File: src/rtl/weight_stream_feeder.sv
// Fetches kernel slices from sequential weight memory and writes them into the layer engine's weight RAM.
// Optional `WEIGHT_FEEDER_PREFETCH_EN` adds a slice buffer refilled after each done.
//   state    | meaning
//   IDLE     | no update yet since reset
//   REQ      | issue one memory read at the read pointer
//   WAIT     | wait for the read return
//   WRITE    | strobe one slice into the engine
//   DONE     | update complete, done held
//   PREFETCH | refill the slice buffer (prefetch build only)
module weight_stream_feeder #(
  parameter int DATA_WIDTH              = 16,
  parameter int KERNEL_SIZE_MAX         = 3,
  parameter int PARA_KERNEL             = 2,
  parameter int WEIGHT_WRITE_ADDR_WIDTH = 10,
  parameter int SLICES_PER_UPDATE       = 2,
  parameter int MEM_ADDR_WIDTH          = 12,
  parameter int MEM_DEPTH               = 4096,
  localparam int WD = KERNEL_SIZE_MAX * KERNEL_SIZE_MAX * PARA_KERNEL * DATA_WIDTH,
  localparam int WA = WEIGHT_WRITE_ADDR_WIDTH * PARA_KERNEL
) (
  input  logic                      clk,
  input  logic                      rst,
  input  logic                      update_weight_ram,
  input  logic [WA-1:0]             update_weight_ram_addr,
  input  logic                      stream_restart,
  output logic                      mem_rd_en,
  output logic [MEM_ADDR_WIDTH-1:0] mem_rd_addr,
  input  logic [WD-1:0]             mem_rd_data,
  input  logic                      mem_rd_valid,
  output logic [WD-1:0]             weight_data,
  output logic [WA-1:0]             write_weight_data_addr,
  output logic                      weight_wr_en,
  output logic                      weight_data_done,
  output logic                      busy,
  output logic [7:0]                update_count
);

  localparam int SW = (SLICES_PER_UPDATE > 1) ? $clog2(SLICES_PER_UPDATE) : 1;
  localparam logic [SW-1:0] SLICE_LAST = SW'(SLICES_PER_UPDATE - 1);
  localparam logic [MEM_ADDR_WIDTH-1:0] PTR_LAST = MEM_ADDR_WIDTH'(MEM_DEPTH - 1);

  typedef enum logic [2:0] {
    S_IDLE, S_REQ, S_WAIT, S_WRITE, S_DONE
`ifdef WEIGHT_FEEDER_PREFETCH_EN
    , S_PREFETCH
`endif
  } state_t;

  state_t                    state_q, state_d;
  logic [MEM_ADDR_WIDTH-1:0] ptr_q, ptr_d, ptr_next;
  logic [SW-1:0]             slice_q, slice_d;
  logic [WA-1:0]             lat_q, lat_d;
  logic [WD-1:0]             wdata_q, wdata_d;
  logic [WA-1:0]             waddr_q, waddr_d;
  logic                      done_q, done_d;
  logic [7:0]                count_q, count_d;
  logic                      arm_q, arm_d;
  logic                      rd_en;
`ifdef WEIGHT_FEEDER_PREFETCH_EN
  logic [WD-1:0]             buf_q [SLICES_PER_UPDATE];
  logic [WD-1:0]             buf_d [SLICES_PER_UPDATE];
  logic                      buf_full_q, buf_full_d;
  logic [SW-1:0]             pf_cnt_q, pf_cnt_d;
  logic                      pf_pend_q, pf_pend_d;
  logic                      from_buf_q, from_buf_d;
`endif

  // Lanes are added independently so a wrapping lane never carries into its neighbour.
  function automatic logic [WA-1:0] lane_add(input logic [WA-1:0] base, input logic [SW-1:0] s);
    logic [WA-1:0] res;
    res = '0;
    for (int i = 0; i < PARA_KERNEL; i++) begin
      res[i*WEIGHT_WRITE_ADDR_WIDTH +: WEIGHT_WRITE_ADDR_WIDTH] =
        base[i*WEIGHT_WRITE_ADDR_WIDTH +: WEIGHT_WRITE_ADDR_WIDTH] + WEIGHT_WRITE_ADDR_WIDTH'(s);
    end
    return res;
  endfunction

  assign ptr_next = (ptr_q == PTR_LAST) ? '0 : ptr_q + MEM_ADDR_WIDTH'(1);

  always_comb begin
    state_d = state_q;
    ptr_d   = ptr_q;
    slice_d = slice_q;
    lat_d   = lat_q;
    wdata_d = wdata_q;
    waddr_d = waddr_q;
    done_d  = done_q;
    count_d = count_q;
    arm_d   = arm_q | ~update_weight_ram;
    rd_en   = 1'b0;
`ifdef WEIGHT_FEEDER_PREFETCH_EN
    buf_d      = buf_q;
    buf_full_d = buf_full_q;
    pf_cnt_d   = pf_cnt_q;
    pf_pend_d  = pf_pend_q;
    from_buf_d = from_buf_q;
`endif
    case (state_q)
      S_IDLE, S_DONE: begin
        if (stream_restart) begin
          ptr_d = '0;
`ifdef WEIGHT_FEEDER_PREFETCH_EN
          buf_full_d = 1'b0;
`endif
        end
        // arm_q makes acceptance edge-qualified after a completed update
        if (update_weight_ram && arm_q) begin
          lat_d   = update_weight_ram_addr;
          slice_d = '0;
          done_d  = 1'b0;
          arm_d   = 1'b0;
          state_d = S_REQ;
`ifdef WEIGHT_FEEDER_PREFETCH_EN
          from_buf_d = 1'b0;
          if (buf_full_q && !stream_restart) begin
            state_d    = S_WRITE;
            from_buf_d = 1'b1;
            buf_full_d = 1'b0;
            wdata_d    = buf_q[0];
            waddr_d    = lane_add(update_weight_ram_addr, '0);
          end
        end else if (state_q == S_DONE && !buf_full_q) begin
          state_d   = S_PREFETCH;
          pf_cnt_d  = '0;
          pf_pend_d = 1'b0;
`endif
        end
      end
      S_REQ: begin
        rd_en   = 1'b1;
        ptr_d   = ptr_next;
        state_d = S_WAIT;
      end
      S_WAIT: begin
        if (mem_rd_valid) begin
          wdata_d = mem_rd_data;
          waddr_d = lane_add(lat_q, slice_q);
          state_d = S_WRITE;
        end
      end
      S_WRITE: begin
        if (slice_q < SLICE_LAST) begin
          slice_d = slice_q + SW'(1);
          state_d = S_REQ;
`ifdef WEIGHT_FEEDER_PREFETCH_EN
          if (from_buf_q) begin
            state_d = S_WRITE;
            wdata_d = buf_q[slice_q + SW'(1)];
            waddr_d = lane_add(lat_q, slice_q + SW'(1));
          end
`endif
        end else begin
          state_d = S_DONE;
          done_d  = 1'b1;
          count_d = count_q + 8'd1;
        end
      end
`ifdef WEIGHT_FEEDER_PREFETCH_EN
      S_PREFETCH: begin
        if (!pf_pend_q) begin
          rd_en     = 1'b1;
          ptr_d     = ptr_next;
          pf_pend_d = 1'b1;
        end else if (mem_rd_valid) begin
          buf_d[pf_cnt_q] = mem_rd_data;
          pf_pend_d       = 1'b0;
          if (pf_cnt_q == SLICE_LAST) begin
            buf_full_d = 1'b1;
            state_d    = S_DONE;
          end else begin
            pf_cnt_d = pf_cnt_q + SW'(1);
          end
        end
      end
`endif
      default: state_d = S_IDLE;
    endcase
  end

  always_ff @(posedge clk or posedge rst) begin
    if (rst) begin
      state_q <= S_IDLE;
      ptr_q   <= '0;
      slice_q <= '0;
      lat_q   <= '0;
      wdata_q <= '0;
      waddr_q <= '0;
      done_q  <= 1'b0;
      count_q <= '0;
      arm_q   <= 1'b1;
    end else begin
      state_q <= state_d;
      ptr_q   <= ptr_d;
      slice_q <= slice_d;
      lat_q   <= lat_d;
      wdata_q <= wdata_d;
      waddr_q <= waddr_d;
      done_q  <= done_d;
      count_q <= count_d;
      arm_q   <= arm_d;
    end
  end

`ifdef WEIGHT_FEEDER_PREFETCH_EN
  always_ff @(posedge clk or posedge rst) begin
    if (rst) begin
      for (int i = 0; i < SLICES_PER_UPDATE; i++) buf_q[i] <= '0;
      buf_full_q <= 1'b0;
      pf_cnt_q   <= '0;
      pf_pend_q  <= 1'b0;
      from_buf_q <= 1'b0;
    end else begin
      buf_q      <= buf_d;
      buf_full_q <= buf_full_d;
      pf_cnt_q   <= pf_cnt_d;
      pf_pend_q  <= pf_pend_d;
      from_buf_q <= from_buf_d;
    end
  end
`endif

  assign mem_rd_en              = rd_en;
  assign mem_rd_addr            = ptr_q;
  assign weight_data            = wdata_q;
  assign write_weight_data_addr = waddr_q;
  assign weight_wr_en           = (state_q == S_WRITE);
  assign weight_data_done       = done_q;
  assign busy                   = (state_q != S_IDLE) && (state_q != S_DONE);
  assign update_count           = count_q;

endmodule

File: config.mk
export PLATFORM = sky130hd
export DESIGN_NAME = weight_stream_feeder
export DESIGN_NICKNAME = d
export VERILOG_FILES = /design/src/rtl/weight_stream_feeder.sv
export SDC_FILE = /design/constraint.sdc
export NUM_CORES = 1
export LEC_CHECK = 0
export CAP_MARGIN = 15
export CELL_PAD_IN_SITES_DETAIL_PLACEMENT = 1
export CELL_PAD_IN_SITES_GLOBAL_PLACEMENT = 1
export CORE_AREA = 2 2 254 256
export DETAILED_ROUTE_END_ITERATION = 8
export DIE_AREA = 0 0 256 258
export GPL_TIMING_DRIVEN = 0
export PLACE_DENSITY = 0.65
export SETUP_SLACK_MARGIN = 0.5
export SYNTH_ARGS = -nofsm -noshare
export SYNTH_HDL_FRONTEND = slang
export SYNTH_SLANG_ARGS = --single-unit
File: constraint.sdc
create_clock -name clk -period 27.9 [get_ports clk]
set_input_delay 5.58 -clock clk [delete_from_list [all_inputs] [get_ports clk]]
set_output_delay 5.58 -clock clk [all_outputs]
set_load 0.01 [all_outputs]
Word-level counts from Yosys, hierarchy flattened
Cells that the tools add are included.
Operators by class
  $add $sub $neg: 5
  multipliers: 0
  div/mod/pow operators: 0
  magnitude comparators: 1
  equality and inequality tests: 11
  shifts and indexed selects: 0
  mux-type cells: 15
  bitwise logic cells: 3
  reduce and logical (&&, ||, !) cells: 14
Operators with widths (count)
  12-bit two-way mux: 2
  12-bit case mux with 2 select lines: 1
  10-bit by 1-bit adder with 10-bit output: 2
  12-bit by 1-bit adder with 12-bit output, second input constant: 1
  12-bit equality test, second input constant: 1
  3-bit case mux with 4 select lines: 1
  2-bit AND reduction: 5
  3-bit two-way mux: 3
  8-bit by 1-bit adder with 8-bit output, second input constant: 1
  2-bit inequality test, second input constant: 4
  3-bit by 2-bit equality test with 1-bit output, second input constant: 2
  1-bit two-way mux: 6
  3-bit AND reduction: 2
  1-bit case mux with 2 select lines: 2
  2-bit nonzero test: 2
  3-bit by 1-bit equality test with 1-bit output, second input constant: 1
  3-bit equality test, second input constant: 1
  3-bit zero test: 1
  3-bit inequality test, second input constant: 1
  3-bit nonzero test: 1
  1-bit logical AND: 2
  2-bit by 1-bit inequality test with 1-bit output, second input constant: 1
  1-bit NOT: 2
  2-bit OR reduction: 1
  3 further kinds: 3
Storage, ports and cells
  register bits: 354
  bits in latches: 0
  bits in writable memories: 0
  bits in read-only memories: 0
  input port bits: 313
  output and inout port bits: 332
  word-level logic and storage cells: 58
  memories: 0

Logic depth before layout (Yosys ltp)
  word-level depth: 4
  mapped depth: 7
  depth with buffers taken out: 6

Worst setup path before layout
Ideal clock, no wire load.
  path type: input port to flip-flop
  start: in mem_rd_valid
  end: reg wdata_q[68], in the netlist weight_data[68]
  library setup time: 0.125 ns
  arrival time: 6.701 ns
  required time: 27.775 ns
  slack: 21.074 ns
  stages on the path: 5
  path buffers: 3
  cell sequence: nor4bb_1 buf_2 buf_2 buf_4 mux2_2
Between the ends
  longest elaborated chain between the ends: 1
RTL lines
  start: declaration: line 29  | input logic mem_rd_valid,
  2-bit AND reduction (no source line)
  end signal: assignment: line 197  | wdata_q <= wdata_d;
  end: declaration: line 53  | logic [WD-1:0] wdata_q, wdata_d;
Every way passes these cells.
A chain may end at the register's enable or synchronous reset.

Worst setup path after layout
  start: reg state_q[1]
  end: out mem_rd_en
Between the ends
  longest elaborated chain between the ends: 2
RTL lines
  start: declaration: line 49  | state_t state_q, state_d;
  start signal: assignment: line 193  | state_q <= state_d;
  3-bit by 1-bit equality test with 1-bit output: line 99  | case (state_q)
  1-bit two-way mux: line 99
  end: declaration: line 26  | output logic mem_rd_en,
Every way passes these cells.

==> results.yml <==
placement:
  dpl.hpwl_um: 39130
  pre_cts_slack_ns: 19.89
  placedCellCount: 2393
  gp_routability_congestion: 0.8374
  port_buffers: 644
route:
  drt_first_iter_violations: 332
  wl_met1_um: 18450
  routed_length_per_instance_um: 20.14
  drc_errors: 0
  routed_wirelength_um: 49980
  drt-pass1-iter-count: 4
  final_antenna_net_count: 0
  dr_wl_met2_um: 25670
  top_layer_used: "met5"
  wl_met3_um: 4191
  routed-via-count: 10070
  vias_per_cell: 4.056
clock_tree:
  cts_tree: "yes"
  cts.repair.resized: 0
  worst_skew_pair.late_latency_ns: 0.57
  clock_tree.buffer_depth: 3
  ctsHtreeMaxLevel: 2
  numClockSinks: 354
  cts.hold.buffers_added: 0
  clock-root-buffer: "sky130_fd_sc_hd__clkbuf_16"
  cts.reportedPaths.clkPinSlew_ns: 0.06
  post_cts_buffers: 0
  cts-buffers-inserted: 44
sta:
  finalWorstSetupSlack_ns: 19.91
  finalHoldViolations: 0
  final.setup_skew_ns: 0.01465
  rsz0062_at_grt: "no"
  post-route-period-util_pct: 28.62
  setup_viol_count_final: 0
  worstMarginPinSlew_ns: 0.8967
  final-max-slew-violation-count: 0
  fmaxAchievable_mhz: 125.2
  final_period_minus_worst_setup_slack_ns: 7.986
  fin_tns_setup_ns: 0
  timing.slew.headroom_pct: 40.22
floorplan:
  start_util_pct: 21.48
  std_cell_rows: 93
  top_level_ports: 645
  coreArea_um2: 63650
  die_h_um: 258
  die_w_um: 256
  floorplan.die_area_um2: 66050
pwr:
  powerDensity_nw_per_um2: 116.8
  p_sw_share_pct: 32.07
  pwr-share-comb_pct: 44.4
  seq_power_share_pct: 34.6
  total_switching_power_uw: 850.2
  max-vdd-ir-drop_mv: 0.05761
  finalPower_uw: 2651
  clkPwrFrac_pct: 20.9
  internal_power_uw: 1801
  leakage_uw: 0.009197
yosys:
  post_synth_most_frequent_cells: "sky130_fd_sc_hd__dfrtp_1, sky130_fd_sc_hd__mux2_2, sky130_fd_sc_hd__nand2_1, sky130_fd_sc_hd__nor2_1, sky130_fd_sc_hd__buf_4"
  async_reset_ff_share_pct: 100.0
  synth_seq_cells: 354
  yosys_warns: 0
  synth.cell_area_um2: 13670
  avgSynthCellArea_um2: 15.33
  synth.distinct_cells: 43
  synth.most_common_cell: "sky130_fd_sc_hd__dfrtp_1"
  synth_largest_area_cell: "sky130_fd_sc_hd__dfrtp_1"
  postSynthCellCount: 892
  synth.yosys.seq_area_share_pct: 64.79
  synthTopCellsByArea: "sky130_fd_sc_hd__dfrtp_1, sky130_fd_sc_hd__mux2_2, sky130_fd_sc_hd__buf_4, sky130_fd_sc_hd__xnor2_1, sky130_fd_sc_hd__a21oi_1"
  synth_enable_flop_cells: 0
  synth_top_flop_cell: "sky130_fd_sc_hd__dfrtp_1"
  synth_top_area_share_pct: 64.60
  synth.net_count: 1211
critical_path:
  critPathRequiredTime_ns: 22.32
  path_max_fanout: 10
  worstSetupStartpointType: "flip-flop"
  worstPathArrival_ns: 2.41
  critPathKind: "flip-flop to output port"
  crit_path_end_kind: "output port"
run:
  maxCapViolCount: 0
outcome:
  status: "finished clean"
worst_hold_path:
  worstHoldPathType: "flip-flop to flip-flop"
grt:
  groute.usage.overall_pct: 14.86
  overflow: 0
  initial_antenna_violation_count: 12
  first_global_vias: 11220
  global_route_wire_length_before_repair_um: 74400
  maximum_number_of_pins_on_one_net_before_global_route_repair: 121
final_layout:
  post-route-util_pct: 35.65
  seqCellArea_um2: 8860
  area.growth.synth_to_final_pct: 65.94
  post_layout_nonfiller_instances: 2482
  n_fill_cell: 6765
  fin_nets: 1903
  ratio_of_cells_with_drive_above_1_in_the_final_layout_pct: 26.45
  area_of_the_multi_input_gates_um2: 4486
state kept, by name (all words and copies together) (netlist names):
| signal | count |
|---|---|
| mem_rd_addr | 12 |
| weight_data_done | 1 |
| update_count | 8 |
| write_weight_data_addr | 20 |
| slice_q | 1 |
| lat_q | 20 |
| weight_data | 288 |
| state_q | 3 |
| arm_q | 1 |
path summary, 6_finish.rpt:
| check | slack [ns] | endpoint | from | cells after the start |
|---|---|---|---|---|
| min in group asynchronous | 5.63 | weight_data[213] | rst | 2 |
| worst min-delay path | 0.46 | arm_q | arm_q | 2 |
| max in group asynchronous | 21.08 | update_count[1] | rst | 3 |
| worst min register to register | 0.46 | arm_q | arm_q | 2 |
| worst max register to register | 25.56 | weight_data[176] | state_q[0] | 6 |
| worst max-delay path | 19.91 | mem_rd_en | state_q[1] | 5 |
layer usage:
| metal | track usage (%) | vias to the layer above |
|---|---|---|
| met5 | 0 | - |
| met4 | 5.718 | 4 |
| met3 | 5.879 | 85 |
| met2 | 26.09 | 371 |
| met1 | 16.10 | 5063 |
| li1 | - | 4545 |
worst max-delay path: stages (launching register included):
cell and delay, ns:
sky130_fd_sc_hd__dfrtp_1 0.35, sky130_fd_sc_hd__buf_2 0.16, sky130_fd_sc_hd__or3b_1 0.39, sky130_fd_sc_hd__buf_2 0.21, sky130_fd_sc_hd__clkinv_1 0.17, sky130_fd_sc_hd__clkdlybuf4s50_1 0.57
kinds of logic (layout without fill, tap and decap cells):
kind of cell / Yosys count / in the layout / synth area share, %
DFF: 354 / 354 / 64.79
muxes: 307 / 307 / 25.27
and+or+nand+nor: 95 / 95 / 3.367
buffers and inverters: 59 / 785 / 2.406
AOI/OAI and AO/OA: 47 / 47 / 2.077
xor gates and xnor gates: 24 / 24 / 1.537
adders and majority gates: 6 / 6 / 0.5490
other: 0 / 9 / 0
layout by cell type (no fill, tap or decap), types with 2 or more instances in the layout:
cell / netlist / final
sky130_fd_sc_hd__clkinvlp_4: 0 / 2
sky130_fd_sc_hd__nand3b_1: 3 / 3
sky130_fd_sc_hd__clkdlybuf4s50_1: 0 / 644
sky130_fd_sc_hd__nor4_1: 2 / 2
sky130_fd_sc_hd__clkinv_4: 0 / 2
sky130_fd_sc_hd__clkinv_2: 0 / 13
sky130_fd_sc_hd__nand2_1: 26 / 26
sky130_fd_sc_hd__xnor2_1: 17 / 17
sky130_fd_sc_hd__nor3_1: 5 / 5
sky130_fd_sc_hd__or3_1: 3 / 3
sky130_fd_sc_hd__o41ai_1: 2 / 2
sky130_fd_sc_hd__nor2_1: 26 / 26
sky130_fd_sc_hd__nand4_1: 5 / 5
sky130_fd_sc_hd__nand3_1: 16 / 16
sky130_fd_sc_hd__clkbuf_8: 0 / 11
sky130_fd_sc_hd__inv_6: 0 / 3
sky130_fd_sc_hd__diode_2: 0 / 9
sky130_fd_sc_hd__mux2_2: 306 / 306
sky130_fd_sc_hd__o211ai_1: 2 / 2
sky130_fd_sc_hd__buf_16: 0 / 2
sky130_fd_sc_hd__inv_1: 13 / 12
sky130_fd_sc_hd__a21oi_1: 20 / 20
sky130_fd_sc_hd__o21ai_0: 13 / 13
sky130_fd_sc_hd__dfrtp_1: 353 / 353
sky130_fd_sc_hd__buf_4: 23 / 23
sky130_fd_sc_hd__buf_2: 17 / 17
sky130_fd_sc_hd__and4_1: 2 / 2
sky130_fd_sc_hd__clkbuf_16: 0 / 45
sky130_fd_sc_hd__clkbuf_1: 4 / 8
sky130_fd_sc_hd__ha_1: 6 / 6
sky130_fd_sc_hd__xor2_1: 7 / 7
power by group through the flow:
stage / Combinational [uW] / Sequential, uW / Clock, uW
finish: 1180 / 918 / 555
global route: 1250 / 954 / 601
CTS: 1200 / 921 / 578
detailed placement: 1200 / 928 / 0
global placement: 1180 / 912 / 0
floorplan: 402 / 1010 / 0
final cells by class:
class,count,area share [%]
multi-input combinational,479,19.77
antenna,9,0.09925
inverter,14,0.2647
sequential,354,39.04
clock buffer,60,5.696
tap,855,4.714
buffer,45,1.219
timing repair buffer,646,28.65
clock inverter,20,0.5459
metrics by stage:
stage	hold WS (ns)	instance area, um^2
final	0.4647	22690
after global routing	0.4935	22690
after CTS	0.4720	22670
after detailed placement	0.4637	21250
after global placement	0.4540	21190
after floorplan	0.4390	13670
Power figures use the tool's default switching activity.
